$ cat config.mk
export PLATFORM = sky130hd
export DESIGN_NAME = apb_master
export DESIGN_NICKNAME = d
export VERILOG_FILES = /design/src/rtl/apb_master.sv
export SDC_FILE = /design/constraint.sdc
export NUM_CORES = 1
export LEC_CHECK = 0
export BUFFER_PORTS_ARGS = -buffer_cell sky130_fd_sc_hd__buf_2
export CAP_MARGIN = 0
export CELL_PAD_IN_SITES_DETAIL_PLACEMENT = 2
export CELL_PAD_IN_SITES_GLOBAL_PLACEMENT = 2
export CORE_MARGIN = 2
export CORE_UTILIZATION = 29
export CTS_CLUSTER_SIZE = 16
export DETAILED_ROUTE_END_ITERATION = 12
export GPL_ROUTABILITY_DRIVEN = 0
export GPL_TIMING_DRIVEN = 0
export PLACE_DENSITY = 0.9
export SYNTH_ARGS = -nofsm -noshare
export SYNTH_HDL_FRONTEND = slang
export SYNTH_SLANG_ARGS = --single-unit
$ cat constraint.sdc
create_clock -name pclk -period 2 [get_ports pclk]
set_input_delay 0.3 -clock pclk [delete_from_list [all_inputs] [get_ports pclk]]
set_output_delay 0.3 -clock pclk [all_outputs]
set_load 0.01 [all_outputs]
$ cat src/rtl/apb_master.sv
// APB initiator: turns single valid/ready read/write commands into APB SETUP/ACCESS
// transfers and returns data/error through a one-deep response buffer, with a wait-state watchdog.
module apb_master #(
   parameter int unsigned ADDR_W  = 32,
   parameter int unsigned DATA_W  = 32,
   parameter int unsigned TIMEOUT = 16
) (
   input  logic              pclk,
   input  logic              preset,
   input  logic              cmd_valid,
   output logic              cmd_ready,
   input  logic              cmd_write,
   input  logic [ADDR_W-1:0] cmd_addr,
   input  logic [DATA_W-1:0] cmd_wdata,
   output logic              rsp_valid,
   input  logic              rsp_ready,
   output logic [DATA_W-1:0] rsp_rdata,
   output logic              rsp_err,
   output logic              psel,
   output logic              penable,
   output logic              pwrite,
   output logic [ADDR_W-1:0] paddr,
   output logic [DATA_W-1:0] pwdata,
   input  logic [DATA_W-1:0] prdata,
   input  logic              pready,
   input  logic              pslverr
);

   localparam int unsigned CntW = (TIMEOUT > 1) ? $clog2(TIMEOUT) : 1;

   typedef enum logic [1:0] {StIdle, StSetup, StAccess} state_e;

   state_e              state_q, state_d;
   logic [CntW-1:0]     wdog_q, wdog_d;
   logic                pwrite_q, pwrite_d;
   logic [ADDR_W-1:0]   paddr_q, paddr_d;
   logic [DATA_W-1:0]   pwdata_q, pwdata_d;
   logic                rsp_valid_q, rsp_valid_d;
   logic                rsp_err_q, rsp_err_d;
   logic [DATA_W-1:0]   rsp_rdata_q, rsp_rdata_d;
   logic                timeout;

   always_comb begin
      state_d     = state_q;
      wdog_d      = wdog_q;
      pwrite_d    = pwrite_q;
      paddr_d     = paddr_q;
      pwdata_d    = pwdata_q;
      rsp_valid_d = rsp_valid_q;
      rsp_err_d   = rsp_err_q;
      rsp_rdata_d = rsp_rdata_q;
      cmd_ready   = 1'b0;
      timeout     = 1'b0;

      if (rsp_valid_q && rsp_ready) begin
         rsp_valid_d = 1'b0;
      end

      unique case (state_q)
         StIdle: begin
            // Gated by reset so the handshake reads 0 while reset is held.
            cmd_ready = preset && (!rsp_valid_q || rsp_ready);
            if (cmd_valid && cmd_ready) begin
               pwrite_d = cmd_write;
               paddr_d  = cmd_addr;
               pwdata_d = cmd_wdata;
               state_d  = StSetup;
            end
         end
         StSetup: begin
            state_d = StAccess;
         end
         StAccess: begin
            timeout = (TIMEOUT != 0) && !pready && (32'(wdog_q) == TIMEOUT - 1);
            wdog_d  = wdog_q + CntW'(1);
            if (pready || timeout) begin
               state_d     = StIdle;
               wdog_d      = '0;
               rsp_valid_d = 1'b1;
               rsp_err_d   = timeout ? 1'b1 : pslverr;
               rsp_rdata_d = (!pwrite_q && !pslverr && !timeout) ? prdata : '0;
            end
         end
         default: begin
            state_d = StIdle;
         end
      endcase
   end

   always_ff @(posedge pclk or negedge preset) begin
      if (!preset) begin
         state_q     <= StIdle;
         wdog_q      <= '0;
         pwrite_q    <= 1'b0;
         paddr_q     <= '0;
         pwdata_q    <= '0;
         rsp_valid_q <= 1'b0;
         rsp_err_q   <= 1'b0;
         rsp_rdata_q <= '0;
      end else begin
         state_q     <= state_d;
         wdog_q      <= wdog_d;
         pwrite_q    <= pwrite_d;
         paddr_q     <= paddr_d;
         pwdata_q    <= pwdata_d;
         rsp_valid_q <= rsp_valid_d;
         rsp_err_q   <= rsp_err_d;
         rsp_rdata_q <= rsp_rdata_d;
      end
   end

   assign psel      = (state_q != StIdle);
   assign penable   = (state_q == StAccess);
   assign pwrite    = pwrite_q;
   assign paddr     = paddr_q;
   assign pwdata    = pwdata_q;
   assign rsp_valid = rsp_valid_q;
   assign rsp_err   = rsp_err_q;
   assign rsp_rdata = rsp_rdata_q;

endmodule
* Word-level counts from Yosys, hierarchy flattened
Cells that the tools add are included.
Storage, ports and cells: latch bits 0, memory bits (writable) 0, bits of input ports 103, logic and storage cells 42, register bits after elaboration 105, output and inout port bits 102, memories kept 0, memory bits (read-only) 0
Cells by class: $add $sub $neg 1, bitwise logic cells 0, eq/ne operators 5, shift-type cells 0, divide/modulo/power cells 0, reductions and logical operators 18, multipliers 0, order comparisons 0, multiplexer cells 10
Operators by type and width (count):
- $mux 32 | 1
- $logic_and 1x1->1 | 6
- $pmux 2 s3 | 1
- $reduce_and 2->1 | 3
- $logic_not 1->1 | 5
- $mux 1 | 5
- $add 4x1->4 const B | 1
- $eq 4x4->1 const B | 1
- $mux 2 | 2
- $mux 4 | 1
- $eq 2x1->1 const B | 1
- $eq 2x2->1 const B | 1
- $logic_not 2->1 | 1
- $logic_or 1x1->1 | 2
- $ne 2x1->1 const B | 1
- $ne 2x2->1 const B | 1
- $reduce_bool 2->1 | 1

* Logic depth before layout (Yosys ltp)
depth after elaboration 6, depth in mapped cells 7, mapped depth without buffers 4

* Worst setup path before layout
Ideal clock, no wire load.
path kind reg-to-reg, start register wdog_q[0], end register rsp_rdata_q[10] (netlist: rsp_rdata[10]), setup time 121 ps, path slack 570 ps, period minus slack after synthesis 1430 ps, buffers on the path 2, stages on the path, launching flop included 7, data required time 1879 ps, arrival 1309 ps, path through dfrtp_1 ha_1 a31oi_1 nand2b_1 buf_2 buf_6 a22o_1
On the way: word-level cells in the longest chain between the ends 5, elaborated cells on any way between the ends 7, classes of those cells 1 x eq/ne; 1 x mux; 5 x reduce/logical
RTL lines:
- start: declaration | RTL line 34 | logic [CntW-1:0] wdog_q, wdog_d;
- start signal: assignment | RTL line 102 | wdog_q <= wdog_d;
- $eq 4x4->1 (*) | RTL line 74 | timeout = (TIMEOUT != 0) && !pready && (32'(wdog_q) == TIMEOUT - 1);
- $logic_and 1x1->1 (*) | RTL line 74
- $logic_not 1->1 | RTL line 81 | rsp_rdata_d = (!pwrite_q && !pslverr && !timeout) ? prdata : '0;
- $logic_and 1x1->1 | RTL line 81
- $mux 32 | RTL line 81
- end signal: assignment | RTL line 108 | rsp_rdata_q <= rsp_rdata_d;
- end: declaration | RTL line 40 | logic [DATA_W-1:0] rsp_rdata_q, rsp_rdata_d;
Mark *: on every way between the ends. The rest lies on a longest branch, timed or not. A chain may end at the register's enable or synchronous reset.

* Worst setup path in the final report
start register state_q[0], end register paddr_q[29] (netlist: paddr[29])
On the way: word-level cells in the longest chain between the ends 2
RTL lines:
- start: declaration | RTL line 33 | state_e state_q, state_d;
- start signal: assignment | RTL line 92 | state_q <= StIdle;
- start signal: assignment | RTL line 101 | state_q <= state_d;
- $logic_not 2->1 | RTL line 59 | unique case (state_q)
- $reduce_and 2->1 (no source line)
- end signal: assignment | RTL line 104 | paddr_q <= paddr_d;
- end: declaration | RTL line 36 | logic [ADDR_W-1:0] paddr_q, paddr_d;
Every way passes these cells.

==> metrics.md <==
| Metric | Value |
|---|---|
| Tot GR Track Use | 16.5% |
| Max Freq | 0.572 GHz |
| Proportion of layout cells with a drive suffix above 1 | between 60% and 70% |
| Max_cap viols | 0 |
| Mux share of post-synthesis cell area | roughly a fifth |
| Post-synth cell types | 25 |
| DIE AREA | 15,200 sq um |
| #FFs+latches synth | approximately 110 |
| Worst R2R End | paddr[29]$_DFFE_PN0P_ |
| Critical path fanouts, max | 10 |
| Nets | about 570 |
| Final Max Slew Viols | 0 |
| XOR/XNOR Fraction of Synth Area | 0% |
| Initial antenna violation count | 0 |
| Hold buffers post-CTS | 0 |
| Finished Core Util | 41.0% |
| Crit start category | flop |
| Core area | 13,900 sq um |
| Initial Util | roughly 30% |
| Status | finished with violations |
| Main combinational cell family by area after synthesis | multiplexers |
| Reg-to-reg startpoint | state_q[0]$_DFFE_PN0P_ |
| Critical path type | flop to flop |
| Worst Setup End Kind | flop |
| FILL cells | 1,443 |
| Most frequent cells in the layout | 209 x buf_2, 105 x dfrtp_1, 39 x mux2_4 |
| Compound-Gate Fraction of Synth Area | 8.14% |
| Mean Syn Cell Area | around 16 sq um |
| Clk_lat worst skew | approximately 0.34 ns |
| Synth-to-layout area growth | 38.3% |
| Cells after Synth | ~250 |
| GRT Residual Overflow | 0 |
| Top Ports | 205 |
| Arr. time, crit path | between 1.5 and 2 ns |
| Reg clk slew, reported paths | 0.07 ns |
| Worst hold margin | -0.107 ns |
| Yosys warning count | 0 |
| Die Y | 123 microns |
| Setup violators final | 0 |
| DP Cell Count | 636 |
| Clk buf depth | 2 |
| Adder-Cell Fraction of Synth Area | 0.304% |
| Number of global-route vias before repair | roughly 3.5k |
| Tmin final | 1.75 ns |
| H-tree levels | 3 |
| Final Hold Vio Count | 48 |
| Total power | 7.51 mW |
| Via count | 2,999 |
| Post-Syn Area | 4120 sq um |
| Port buffer count | 204 |
| Iter 0 DRT Violations | 75 |
| Antenna Cells | 0 |
| Worst-case reg-to-reg path depth | 5 |
| Sequential area share after synthesis | 63.8% |
| Worst setup startpoint | state_q[0]$_DFFE_PN0P_ |
| First-pass DRT Iterations | 4 |
| # rows | 43 |
| DRT antenna net count | 0 |
| Reg area | 2630 sq um |
| Tcrit/Tclk final | approximately 87% |
| Crit path to | paddr[29]$_DFFE_PN0P_ |
| Power Density | 1320 nW/um^2 |
| TritonCTS buffer count | 9 |
| CP Data Required Time | 2.23 ns |
| Pin count of the biggest net entering global routing | 58 |
| Post-DP HPWL | 9420 microns |
| First-pass GRT wire length | 19,000 microns |
| Area of the multi-input gates | 1340 sq um |
| Worst min-delay path category | input pin to async pin |
| Floorplan die width | ~120 microns |
| Least-Margin Pin Slew | a little under 0.5 ns |
| Syn nets | approximately 360 |
| Post-Synth Simple-Gate Area | 2.76% |
| Worst Skew | approximately 0.007 ns |
| Most common cell after layout, fill and taps aside | buf_2 |
| R2r setup slk | between 0.2 and 0.3 ns |
| DRC | 0 |
| Maximum VDD drop | 0.533 mV |
| RSZ-0062 raised after global routing | no |
| Failing checks | negative hold slack |
| Root buffer cell | clkbuf_16 |
| Worst slew margin | roughly 67% |
| CTS tree | done |
| Leak | 3.07 nW |
| Routed vias/inst | 4.61 |
| CTS Sinks | approximately 110 |
| WL/cell | 18.5 microns |
| Final wirelength | roughly 12,000 microns |
| Post-Layout Cell Count | 651 |
[what timing repair did]
item,CTS,global route
setup buffers,0,0
hold endpoints to repair,0,48
resized for setup,0,1
endpoints found under the setup margin,0,39
[Yosys cell counts (all sizes together)]
cell	number	area share, %
dfrtp	105	64
mux2	65	21
a22o	32	6.8
buf	15	3.1
nand2	5	0.46
nand2b	5	0.76
inv	4	0.36
o21ai	3	0.36
a21o	2	0.36
a21oi	2	0.24
nand3	2	0.24
nor2	2	0.24
a211o	1	0.21
a31oi	1	0.15
and3	1	0.15
clkinv	1	0.21
ha	1	0.30
nand4	1	0.15
nor3	1	0.40
nor4	1	0.15
nor4b	1	0.21
[critical path, cell delays in order (launching register included)]
cell,delay (ns)
dfrtp_1,0.40
nor2_2,0.15
nand4_1,0.28
buf_4,0.32
buf_6,0.17
mux2_4,0.31
[state kept, by name, summed over array words and instances (netlist names)]
name,count
paddr,32
pwdata,32
pwrite,1
rsp_err,1
rsp_rdata,32
rsp_valid,1
state_q,2
wdog_q,4
[worst min path at each step]
stage                                            to  slack [ns]  depth (start not counted)
final                     rsp_rdata[21]$_DFFE_PN0P_       -0.11                          1
after global routing      rsp_rdata[15]$_DFFE_PN0P_       -0.08                          1
after CTS                 rsp_rdata[21]$_DFFE_PN0P_       0.003                          1
after detailed placement  rsp_rdata[21]$_DFFE_PN0P_        0.38                          1
after global placement     rsp_rdata[4]$_DFFE_PN0P_        0.48                          1
after floorplan                paddr[0]$_DFFE_PN0P_       0.004                          0
[report_power, final]
part / switching (mW) / internal, mW / leakage (nW)
Combinational: 1.12 / 1.32 / 1.63
Clock: 0.753 / 1.03 / 0.148
Sequential: 0.437 / 2.85 / 1.29
Total: 2.31 / 5.19 / 3.07
[routing by layer]
| layer | global-route usage (%) | wire length (microns) | vias to the layer above |
|---|---|---|---|
| met5 | 0 | 0 | - |
| met4 | 5.82 | 186 | 0 |
| met3 | 5.17 | 1030 | 13 |
| met2 | 29.2 | 6180 | 139 |
| met1 | 18.6 | 4650 | 1512 |
| li1 | - | - | 1335 |
[stage by stage]
step,area [sq um],TNS (ns),setup slack (ns)
floorplan,4120,0,0.570
global placement,5370,-171.89,-1.91
detailed placement,5400,-15.96,-0.331
CTS,5690,0,0.0471
global route,5700,0,0.136
finish,5700,0,0.252
[final cells by class]
cell class                      count  share of cell area (%)
Clock buffer                       12                    4.50
Tap cell                          180                    3.95
Sequential cell                   105                    46.1
Timing Repair Buffer              205                    18.5
Inverter                            5                   0.417
Buffer                             15                    2.24
Multi-Input combinational cell    126                    23.5
Clock inverter                      3                   0.703
[logic make-up (layout without fill, tap and decap cells)]
logic type | after synthesis | count (layout)
and+or+nand+nor | 19 | 19
DFF | 105 | 105
muxes | 65 | 65
adders and majority gates | 1 | 1
buffers and inverters | 20 | 240
AOI/OAI and AO/OA | 41 | 41
(Power assumes the default switching activity.)
